### src/rtl/imem_stream_loader_if.sv
// Byte-stream in / instruction-memory write port out, bundled for imem_stream_loader.
// slave = the loader, master = the stream source and memory side.
interface imem_stream_loader_if #(
  parameter int ADDRESS_WIDTH = 32,
  parameter int DATA_WIDTH    = 48
);
  localparam int LANES = DATA_WIDTH / 8;

  logic                     i_start;
  logic                     i_valid;
  logic [7:0]               i_data;
  logic                     o_ready;
  logic                     o_mea;
  logic [LANES-1:0]         o_wea;
  logic [ADDRESS_WIDTH-1:0] o_adra;
  logic [DATA_WIDTH-1:0]    o_da;
  logic                     o_busy;
  logic                     o_done;
  logic                     o_err;

  modport slave (
    input  i_start, i_valid, i_data,
    output o_ready, o_mea, o_wea, o_adra, o_da, o_busy, o_done, o_err
  );

  modport master (
    output i_start, i_valid, i_data,
    input  o_ready, o_mea, o_wea, o_adra, o_da, o_busy, o_done, o_err
  );
endinterface

### src/rtl/imem_stream_loader.sv
// Packs a length-prefixed byte stream into instruction words on the imem write port.
// Optional IMEM_LOADER_CHECKSUM_EN: trailing XOR checksum byte after the payload.
module imem_stream_loader #(
  parameter int ADDRESS_WIDTH = 32,
  parameter int DATA_WIDTH    = 48,
  parameter int BASE_ADDR     = 0,
  parameter int MAX_BYTES     = 6144
) (
  input  logic                i_clk,
  input  logic                i_rst,
  imem_stream_loader_if.slave bus
);
  localparam int LANES  = DATA_WIDTH / 8;
  localparam int LANE_W = $clog2(LANES);

  typedef enum logic [2:0] {
    S_IDLE,
    S_LEN,
    S_DATA,
    S_WRITE,
    S_DONE
`ifdef IMEM_LOADER_CHECKSUM_EN
    , S_CSUM
`endif
  } state_t;

  state_t                   r_state;
  logic [31:0]              r_len;
  logic [1:0]               r_hdr;
  logic [31:0]              r_cnt;
  logic [LANE_W-1:0]        r_lane;
  logic [ADDRESS_WIDTH-1:0] r_adra;
  logic [DATA_WIDTH-1:0]    r_da;
  logic [LANES-1:0]         r_wea;
  logic                     r_mea;
  logic                     r_ready;
  logic                     r_busy;
  logic                     r_done;
  logic                     r_err;
`ifdef IMEM_LOADER_CHECKSUM_EN
  logic [7:0]               r_csum;
`endif

  logic        w_accept;
  logic [31:0] w_len_next;
  logic        w_last_byte;
  logic        w_lane_full;

  assign w_accept    = bus.i_valid && r_ready;
  assign w_len_next  = {bus.i_data, r_len[31:8]};
  assign w_last_byte = ((r_cnt + 32'd1) == r_len);
  assign w_lane_full = (r_lane == LANE_W'(LANES - 1));

  assign bus.o_ready = r_ready;
  assign bus.o_mea   = r_mea;
  assign bus.o_wea   = r_wea;
  assign bus.o_adra  = r_adra;
  assign bus.o_da    = r_da;
  assign bus.o_busy  = r_busy;
  assign bus.o_done  = r_done;
  assign bus.o_err   = r_err;

  always_ff @(posedge i_clk or posedge i_rst) begin
    if (i_rst) begin
      r_state <= S_IDLE;
      r_len   <= '0;
      r_hdr   <= '0;
      r_cnt   <= '0;
      r_lane  <= '0;
      r_adra  <= ADDRESS_WIDTH'(BASE_ADDR);
      r_da    <= '0;
      r_wea   <= '0;
      r_mea   <= 1'b0;
      r_ready <= 1'b0;
      r_busy  <= 1'b0;
      r_done  <= 1'b0;
      r_err   <= 1'b0;
`ifdef IMEM_LOADER_CHECKSUM_EN
      r_csum  <= '0;
`endif
    end else begin
      case (r_state)
        S_IDLE, S_DONE: begin
          if (bus.i_start) begin
            r_state <= S_LEN;
            r_ready <= 1'b1;
            r_busy  <= 1'b1;
            r_done  <= 1'b0;
            r_err   <= 1'b0;
            r_len   <= '0;
            r_hdr   <= '0;
            r_cnt   <= '0;
            r_lane  <= '0;
            r_adra  <= ADDRESS_WIDTH'(BASE_ADDR);
            r_da    <= '0;
            r_wea   <= '0;
`ifdef IMEM_LOADER_CHECKSUM_EN
            r_csum  <= '0;
`endif
          end
        end

        S_LEN: begin
          if (w_accept) begin
            r_len <= w_len_next;
            r_hdr <= r_hdr + 2'd1;
            if (r_hdr == 2'd3) begin
              if (w_len_next == 32'd0 || w_len_next > 32'(MAX_BYTES)) begin
                r_err   <= (w_len_next != 32'd0);
                r_state <= S_DONE;
                r_ready <= 1'b0;
                r_busy  <= 1'b0;
                r_done  <= 1'b1;
              end else begin
                r_state <= S_DATA;
              end
            end
          end
        end

        S_DATA: begin
          if (w_accept) begin
            for (int k = 0; k < LANES; k++) begin
              if (r_lane == LANE_W'(k)) begin
                r_da[k*8 +: 8] <= bus.i_data;
                r_wea[k]       <= 1'b1;
              end
            end
            r_lane <= r_lane + LANE_W'(1);
            r_cnt  <= r_cnt + 32'd1;
`ifdef IMEM_LOADER_CHECKSUM_EN
            r_csum <= r_csum ^ bus.i_data;
`endif
            if (w_lane_full || w_last_byte) begin
              r_state <= S_WRITE;
              r_ready <= 1'b0;
              r_mea   <= 1'b1;
            end
          end
        end

        S_WRITE: begin
          r_mea  <= 1'b0;
          r_da   <= '0;
          r_wea  <= '0;
          r_lane <= '0;
          r_adra <= r_adra + ADDRESS_WIDTH'(LANES);
          if (r_cnt != r_len) begin
            r_state <= S_DATA;
            r_ready <= 1'b1;
          end else begin
`ifdef IMEM_LOADER_CHECKSUM_EN
            r_state <= S_CSUM;
            r_ready <= 1'b1;
`else
            r_state <= S_DONE;
            r_busy  <= 1'b0;
            r_done  <= 1'b1;
`endif
          end
        end

`ifdef IMEM_LOADER_CHECKSUM_EN
        S_CSUM: begin
          if (w_accept) begin
            if (bus.i_data != r_csum) r_err <= 1'b1;
            r_state <= S_DONE;
            r_ready <= 1'b0;
            r_busy  <= 1'b0;
            r_done  <= 1'b1;
          end
        end
`endif

        default: begin
          r_state <= S_IDLE;
          r_ready <= 1'b0;
          r_mea   <= 1'b0;
        end
      endcase
    end
  end
endmodule
### src/flat_wrapper.sv
// flat-port wrapper written by rule: the top's interface ports become plain ports
module imem_stream_loader_flat 
#(
  parameter int ADDRESS_WIDTH = 32,
  parameter int DATA_WIDTH    = 48,
  parameter int BASE_ADDR     = 0,
  parameter int MAX_BYTES     = 6144
)
  (i_clk, i_rst, bus_i_start, bus_i_valid, bus_i_data, bus_o_ready, bus_o_mea, bus_o_wea, bus_o_adra, bus_o_da, bus_o_busy, bus_o_done, bus_o_err);
  imem_stream_loader_if #(.ADDRESS_WIDTH(ADDRESS_WIDTH), .DATA_WIDTH(DATA_WIDTH)) bus_i ();
  input  logic i_clk;
  input  logic i_rst;
  input wire logic [$bits(bus_i.i_start)-1:0] bus_i_start;
  input wire logic [$bits(bus_i.i_valid)-1:0] bus_i_valid;
  input wire logic [$bits(bus_i.i_data)-1:0] bus_i_data;
  output wire logic [$bits(bus_i.o_ready)-1:0] bus_o_ready;
  output wire logic [$bits(bus_i.o_mea)-1:0] bus_o_mea;
  output wire logic [$bits(bus_i.o_wea)-1:0] bus_o_wea;
  output wire logic [$bits(bus_i.o_adra)-1:0] bus_o_adra;
  output wire logic [$bits(bus_i.o_da)-1:0] bus_o_da;
  output wire logic [$bits(bus_i.o_busy)-1:0] bus_o_busy;
  output wire logic [$bits(bus_i.o_done)-1:0] bus_o_done;
  output wire logic [$bits(bus_i.o_err)-1:0] bus_o_err;
  assign bus_i.i_start = bus_i_start;
  assign bus_i.i_valid = bus_i_valid;
  assign bus_i.i_data = bus_i_data;
  assign bus_o_ready = bus_i.o_ready;
  assign bus_o_mea = bus_i.o_mea;
  assign bus_o_wea = bus_i.o_wea;
  assign bus_o_adra = bus_i.o_adra;
  assign bus_o_da = bus_i.o_da;
  assign bus_o_busy = bus_i.o_busy;
  assign bus_o_done = bus_i.o_done;
  assign bus_o_err = bus_i.o_err;
  imem_stream_loader #(.ADDRESS_WIDTH(ADDRESS_WIDTH), .DATA_WIDTH(DATA_WIDTH), .BASE_ADDR(BASE_ADDR), .MAX_BYTES(MAX_BYTES)) u_core (.i_clk(i_clk), .i_rst(i_rst), .bus(bus_i));
endmodule
### config.mk
export PLATFORM = sky130hd
export DESIGN_NAME = imem_stream_loader_flat
export DESIGN_NICKNAME = d
export VERILOG_FILES = /design/src/rtl/imem_stream_loader_if.sv /design/src/rtl/imem_stream_loader.sv /design/src/flat_wrapper.sv
export SDC_FILE = /design/constraint.sdc
export NUM_CORES = 1
export LEC_CHECK = 0
export CAP_MARGIN = 15
export CELL_PAD_IN_SITES_DETAIL_PLACEMENT = 1
export CELL_PAD_IN_SITES_GLOBAL_PLACEMENT = 2
export CORE_ASPECT_RATIO = 0.7
export CORE_MARGIN = 4
export CORE_UTILIZATION = 40
export CTS_CLUSTER_DIAMETER = 30
export DETAILED_ROUTE_END_ITERATION = 8
export DONT_BUFFER_PORTS = 1
export GPL_TIMING_DRIVEN = 1
export PLACE_DENSITY_LB_ADDON = 0.1
export SLEW_MARGIN = 20
export SYNTH_ARGS = -nofsm -noshare
export SYNTH_HDL_FRONTEND = slang
export SYNTH_SLANG_ARGS = --single-unit
### constraint.sdc
create_clock -name i_clk -period 5.9 [get_ports i_clk]
set_input_delay 0.885 -clock i_clk [delete_from_list [all_inputs] [get_ports i_clk]]
set_output_delay 0.885 -clock i_clk [all_outputs]
set_load 0.01 [all_outputs]
==> results of run 1 <==
final timing paths:
path                                         endpoint  slack [ns]  cells after the start
min in group asynchronous            u_core.r_cnt[28]        0.51                      1
max in group asynchronous       u_core.bus.o_adra[31]        3.99                      2
worst max-delay path              u_core.bus.o_da[22]        2.50                      6
worst max register to register    u_core.bus.o_da[22]        2.50                      6
worst min register to register        u_core.r_hdr[1]        0.50                      2
worst min-delay path                  u_core.r_hdr[1]        0.50                      2
where the power goes:
group | total (µW) | internal, µW | switching, µW
combinational | 477 | 161 | 316
sequential | 1260 | 1160 | 100
clock | 1160 | 681 | 480
total | 2900 | 2000 | 896
layer usage:
metal	global-route usage	share of wire	vias to the layer above
li1	-	-	3204
met1	0.347	0.50	3590
met2	0.318	0.41	198
met3	0.0819	0.085	25
met4	0.0539	0.015	0
met5	0	0	-
through the flow:
stage          hold slack [ns]  power (µW)  std cells  area, µm²
3_3_place_gp             0.469        1740       1132       8660
2_1_floorplan            0.454        1610        902       8560
5_1_grt                  0.535        3040       1164       9280
3_5_place_dp             0.495        1750       1132       8660
6_report                 0.503        2900       1164       9280
4_1_cts                  0.509        2920       1164       9270
cell type report:
class	instances	share of cell area
tap	276	0.0372
multi-input combinational	673	0.449
sequential	162	0.437
clock inverter	11	0.0167
clock buffer	21	0.0486
timing repair buffer	6	0.00486
inverter	15	0.00661
layout by cell type, fill, tap and decap left out, types with 9 or more instances in the layout:
cell type,netlist,final
sky130_fd_sc_hd__a21oi_1,35,35
sky130_fd_sc_hd__a22o_1,32,32
sky130_fd_sc_hd__clkbuf_16,0,17
sky130_fd_sc_hd__dfrtp_1,162,162
sky130_fd_sc_hd__inv_1,15,14
sky130_fd_sc_hd__mux2i_1,10,10
sky130_fd_sc_hd__nand2_1,131,131
sky130_fd_sc_hd__nand3_1,51,51
sky130_fd_sc_hd__nand4_1,17,17
sky130_fd_sc_hd__nor2_1,59,58
sky130_fd_sc_hd__nor3_1,15,15
sky130_fd_sc_hd__nor4_1,13,13
sky130_fd_sc_hd__o211ai_1,12,12
sky130_fd_sc_hd__o21ai_0,86,86
sky130_fd_sc_hd__o22ai_1,9,9
sky130_fd_sc_hd__o31ai_1,12,12
sky130_fd_sc_hd__xnor2_1,30,30
sky130_fd_sc_hd__xor2_1,32,32
sequential cells by signal, indices dropped and copies added, names as in the netlist:
register / cells
u_core.bus.o_adra: 31
u_core.bus.o_busy: 1
u_core.bus.o_da: 48
u_core.bus.o_done: 1
u_core.bus.o_err: 1
u_core.bus.o_mea: 1
u_core.bus.o_ready: 1
u_core.bus.o_wea: 6
u_core.r_cnt: 32
u_core.r_hdr: 2
u_core.r_lane: 3
u_core.r_len: 32
u_core.r_state: 3
worst max-delay path, cell delays in order (launching register included):
cell and delay, ns:
sky130_fd_sc_hd__dfrtp_1 0.60, sky130_fd_sc_hd__nor2_1 0.14, sky130_fd_sc_hd__nand2_1 0.60, sky130_fd_sc_hd__o21ai_1 0.52, sky130_fd_sc_hd__and2_1 0.37, sky130_fd_sc_hd__a21oi_1 0.77
sky130_fd_sc_hd__o21ai_0 0.21
kinds of logic after synthesis:
group                      Yosys count  share of synthesized area
xor gates and xnor gates            63                     0.0653
adders and majority gates            8                     0.0117
other                                1                   0.000438
buffers and inverters               67                     0.0414
muxes                               12                     0.0143
AOI/OAI and AO/OA                  224                      0.171
DFF                                162                      0.474
and+or+nand+nor                    365                      0.222
==> metrics.log, run 1 <==
[metrics] run status: finished clean
[metrics] Setup-failing EPs final: 0
[metrics] final net count: 895
[metrics] drt first pass iters: 6
[metrics] remaining routing DRC violations: 0
[metrics] beginning of the worst hold path: u_core.r_hdr[1]
[metrics] share of async-settable or async-resettable flops after synthesis: 1.00
[metrics] pin count of the biggest net entering global routing: 98
[metrics] unrepaired setup endpoints after global routing: false
[metrics] final hold violations: 0
[metrics] crit share post-route: 0.576
[metrics] peak fanout along the critical path: 22
[metrics] Max transition margin: 0.321
[metrics] max-slew violation count: 0
[metrics] cell area after synthesis: 8560 µm²
[metrics] most repeated cell in the gate-level netlist after synthesis: sky130_fd_sc_hd__dfrtp_1
[metrics] share of synthesized area occupied by flip-flops and latches: 0.474
[metrics] dpl hpwl: 19300 µm
[metrics] Static Leakage: 0.00397 µW
[metrics] data arrival time at the worst-slack endpoint: 3.66 ns
[metrics] synthesis-to-layout area growth: 8.38%
[metrics] number of buffers inserted by hold repair at cts: 0
[metrics] Fmax achieved: 294 MHz
[metrics] slack of the critical path: 2.50 ns
[metrics] cell types occupying the most area after synthesis: sky130_fd_sc_hd__dfrtp_1, sky130_fd_sc_hd__nand2_1, sky130_fd_sc_hd__o21ai_0
[metrics] cell type with the highest aggregate area in the netlist: sky130_fd_sc_hd__dfrtp_1
[metrics] maximum clock insertion buffer count: 2
[metrics] Root Buffer Master: sky130_fd_sc_hd__clkbuf_16
[metrics] CTS buffer count: 17
[metrics] max-capacitance violation count: 0
[metrics] worst-margin pin slew: 1.01 ns
[metrics] area used by sequential logic in the layout: 4050 µm²
[metrics] Cell Rows: 44
[metrics] initial antenna violation count: 0
[metrics] total track usage: 0.231
[metrics] global-route wire length before repair: 42600 µm
[metrics] post-route ant nets: 0
[metrics] total core area: 20900 µm²
[metrics] number of vias after detailed routing: 7017
[metrics] mean instance size in the synthesized netlist: 9.49 µm²
[metrics] number of buffers inserted by port buffering: 0
[metrics] clock skew after layout: 0.00716 ns
[metrics] Yosys warning count: 0
[metrics] path category of the worst min-delay check: reg -> reg
[metrics] clock insertion delay at the later pin of the skew report: 0.43 ns
[metrics] floorplan die width: 183 µm
[metrics] synthesized netlist net count: 922
[metrics] top post-synthesis cells by count: sky130_fd_sc_hd__dfrtp_1, sky130_fd_sc_hd__nand2_1, sky130_fd_sc_hd__o21ai_0
[metrics] leftover overflow at the end of global routing: 0
[metrics] Worst Setup Slack post-DPL: 2.46 ns
[metrics] die boundary height: 130 µm
[metrics] Netlist cell types: 77
[metrics] number of inserted diodes: 0
[metrics] number of enable-type register cells in the synthesized netlist: 0
[metrics] clock slew at the register clock pins of the worst setup and hold paths: 0.07 ns
[metrics] detail-routed net length per standard cell: 22.9 µm
[metrics] I/O pin total: 103
[metrics] TritonCTS clock tree: built
[metrics] starting utilization of the core area: 0.410
[metrics] die area: 23800 µm²
[metrics] final core utilization: 0.445
[metrics] number of H-tree levels: 4
[metrics] power per cell area: 313 nW/µm²
[metrics] Clock Sink Count: 162
[metrics] filler cell count: 2361
[metrics] leading register cell type out of synthesis: sky130_fd_sc_hd__dfrtp_1
[metrics] fraction of final layout cells with drive strength greater than 1: 0.0856
[metrics] Iteration-0 DRC Markers: 610
[metrics] worst flop-to-flop path startpoint: u_core.r_state[1]
[metrics] element type at the critical path end: flip-flop
[metrics] summed negative setup slack over all endpoints: 0 ns
[metrics] routability cong.: 0.940
[metrics] number of storage elements in the synthesis netlist: 162
[metrics] number of gates resized after cts: 0
[metrics] via density per instance: 6.03
[metrics] area used by multi-input combinational logic: 4170 µm²
[metrics] minimum period implied by the final worst setup slack: 3.40 ns
[metrics] number of global-route vias before repair: 7000
[metrics] worst ir drop on vdd: 0.000212 V
[metrics] Synth Instances: 902
[metrics] crit path launch type: flip-flop
[metrics] Worst EP required: 6.16 ns
[metrics] Post-CTS Setup Inserts: 0
[metrics] Routed Wire Length: 26700 µm
[metrics] crit path launch: u_core.r_state[1]
[metrics] start-to-end type of the worst setup path: reg -> reg
[metrics] area fraction of the dominant cell type after synthesis: 0.474
No activity file was read; power rests on OpenSTA's default activity.
==> run 2, diff against run 1 <==
==> constraint.sdc (replaced) <==
create_clock -name i_clk -period 3.25 [get_ports i_clk]
set_input_delay 0.4875 -clock i_clk [delete_from_list [all_inputs] [get_ports i_clk]]
set_output_delay 0.4875 -clock i_clk [all_outputs]
set_load 0.01 [all_outputs]
==> run 2 against run 1 <==
Compared with the run above:
- utilization up 0.91 points
- final cell count up 1.4%
- clock power up 98%
- maximum frequency up 12%
- die area unchanged
- critical path type unchanged
- critical endpoint is now u_core.bus.o_ready
- largest power group is now the clock network
==> metrics.log, run 2 (synthesized netlist as in run 1, its figures left out) <==
[metrics] worst ir drop on vdd: 0.000344 V
[metrics] synthesis-to-layout area growth: 10.6%
[metrics] fraction of final layout cells with drive strength greater than 1: 0.101
[metrics] max-capacitance violation count: 0
[metrics] die area: 23800 µm²
[metrics] dpl hpwl: 20500 µm
[metrics] routability cong.: 1.00
[metrics] power per cell area: 584 nW/µm²
[metrics] floorplan die width: 183 µm
[metrics] via density per instance: 6.04
[metrics] element type at the critical path end: flip-flop
[metrics] Routed Wire Length: 27500 µm
[metrics] number of H-tree levels: 4
[metrics] clock skew after layout: 0.00995 ns
[metrics] number of inserted diodes: 0
[metrics] drt first pass iters: 5
[metrics] global-route wire length before repair: 43100 µm
[metrics] clock insertion delay at the later pin of the skew report: 0.44 ns
[metrics] max-slew violation count: 0
[metrics] Root Buffer Master: sky130_fd_sc_hd__clkbuf_16
[metrics] final net count: 913
[metrics] total track usage: 0.235
[metrics] number of vias after detailed routing: 7124
[metrics] crit path launch type: flip-flop
[metrics] number of global-route vias before repair: 7043
[metrics] remaining routing DRC violations: 0
[metrics] peak fanout along the critical path: 10
[metrics] data arrival time at the worst-slack endpoint: 3.37 ns
[metrics] number of buffers inserted by hold repair at cts: 0
[metrics] slack of the critical path: 0.207 ns
[metrics] Cell Rows: 44
[metrics] worst-margin pin slew: 1.02 ns
[metrics] starting utilization of the core area: 0.410
[metrics] sequential share of power: 0.414
[metrics] Static Leakage: 0.00409 µW
[metrics] switching part of the total power: 0.296
[metrics] Clock Sink Count: 162
[metrics] maximum clock insertion buffer count: 2
[metrics] Worst EP required: 3.57 ns
[metrics] unrepaired setup endpoints after global routing: false
[metrics] Setup-failing EPs final: 0
[metrics] clock slew at the register clock pins of the worst setup and hold paths: 0.07 ns
[metrics] initial antenna violation count: 0
[metrics] path category of the worst min-delay check: in -> async
[metrics] crit share post-route: 0.936
[metrics] cell internal power dissipation: 3890 µW
[metrics] minimum period implied by the final worst setup slack: 3.04 ns
[metrics] total core area: 20900 µm²
[metrics] switching power: 1640 µW
[metrics] leftover overflow at the end of global routing: 0
[metrics] Iteration-0 DRC Markers: 463
[metrics] share of power burned in combinational logic: 0.171
[metrics] leading cell type in the layout, fill and taps excluded: sky130_fd_sc_hd__dfrtp_1
[metrics] share of power burned in the clock network: 0.415
[metrics] Worst Setup Slack post-DPL: 0.269 ns
[metrics] I/O pin total: 103
[metrics] Fmax achieved: 329 MHz
[metrics] CTS buffer count: 17
[metrics] detail-routed net length per standard cell: 23.3 µm
[metrics] TritonCTS clock tree: built
[metrics] number of gates resized after cts: 0
[metrics] die boundary height: 130 µm
[metrics] run status: finished clean
[metrics] commonest cells after routing, fill and taps aside: sky130_fd_sc_hd__dfrtp_1, sky130_fd_sc_hd__nand2_1, sky130_fd_sc_hd__o21ai_0
[metrics] Max transition margin: 0.317
[metrics] start-to-end type of the worst setup path: reg -> reg
[metrics] summed negative setup slack over all endpoints: 0 ns
[metrics] number of buffers inserted by port buffering: 0
[metrics] Post-CTS Setup Inserts: 0
[metrics] post-route ant nets: 0
[metrics] flip-flop count of the largest register, all copies and words added: 48
[metrics] final hold violations: 0
[metrics] pin count of the biggest net entering global routing: 97
## run 2: layout make-up
cell class / count / area (µm²)
Clock buffer: 20 / 447
Inverter: 15 / 60.1
Timing Repair Buffer: 24 / 193
Multi-Input combinational cell: 673 / 4160
Fill cell: 2396 / 11400
Tap cell: 276 / 345
Sequential cell: 162 / 4050
Clock inverter: 10 / 206
## run 2: per-layer routing
metal / part of all wire / GRT usage / wire length, µm / vias to the layer above
li1: - / - / - / 3233
met1: 0.49 / 0.353 / 13500 / 3629
met2: 0.40 / 0.320 / 11000 / 239
met3: 0.10 / 0.0852 / 2740 / 23
met4: 0.011 / 0.0569 / 296 / 0
met5: 0 / 0 / 0 / -
## run 2: worst paths after layout
path / start / cells past startpoint / end / slack, ns
setup / recovery: u_core.r_cnt[1] / 8 / u_core.bus.o_ready / 0.21
hold / removal: i_rst / 1 / u_core.bus.o_da[9] / 0.007
setup reg to reg: u_core.r_cnt[1] / 8 / u_core.bus.o_ready / 0.21
hold reg to reg: u_core.r_hdr[1] / 2 / u_core.r_hdr[1] / 0.50
max in group asynchronous: i_rst / 2 / u_core.bus.o_adra[26] / 2.31
min in group i_clk: bus_i_data[0] / 2 / u_core.bus.o_da[32] / 0.18
## run 2: metrics by stage
stage | power [µW] | instance area [µm²] | hold WS [ns] | std cells | utilization
after global routing | 5760 | 9470 | 0.0423 | 1180 | 0.454
after global placement | 3240 | 8810 | 0.466 | 1150 | 0.422
after CTS | 5560 | 9460 | 0.00902 | 1180 | 0.454
final | 5530 | 9470 | 0.00657 | 1180 | 0.454
after detailed placement | 3260 | 8810 | 0.482 | 1150 | 0.422
after floorplan | 2930 | 8560 | 0.454 | 902 | -
## run 2: power by group through the flow
| stage | logic [µW] | registers (µW) | clock network, µW |
|---|---|---|---|
| 6_report | 944 | 2290 | 2300 |
| 5_1_grt | 1040 | 2300 | 2420 |
| 4_1_cts | 940 | 2290 | 2330 |
| 3_5_place_dp | 936 | 2320 | 0 |
| 3_3_place_gp | 923 | 2320 | 0 |
| 2_1_floorplan | 696 | 2230 | 0 |
## run 2: critical path, stage by stage (launching register included)
cell                        delay (ns)
sky130_fd_sc_hd__dfrtp_1          0.49
sky130_fd_sc_hd__ha_1             0.36
sky130_fd_sc_hd__nand3_2          0.27
sky130_fd_sc_hd__nor3_4           0.40
sky130_fd_sc_hd__nand2_1          0.18
sky130_fd_sc_hd__nand4b_1         0.31
sky130_fd_sc_hd__a2111oi_4        0.43
sky130_fd_sc_hd__nand4_2          0.21
sky130_fd_sc_hd__a41o_1           0.29
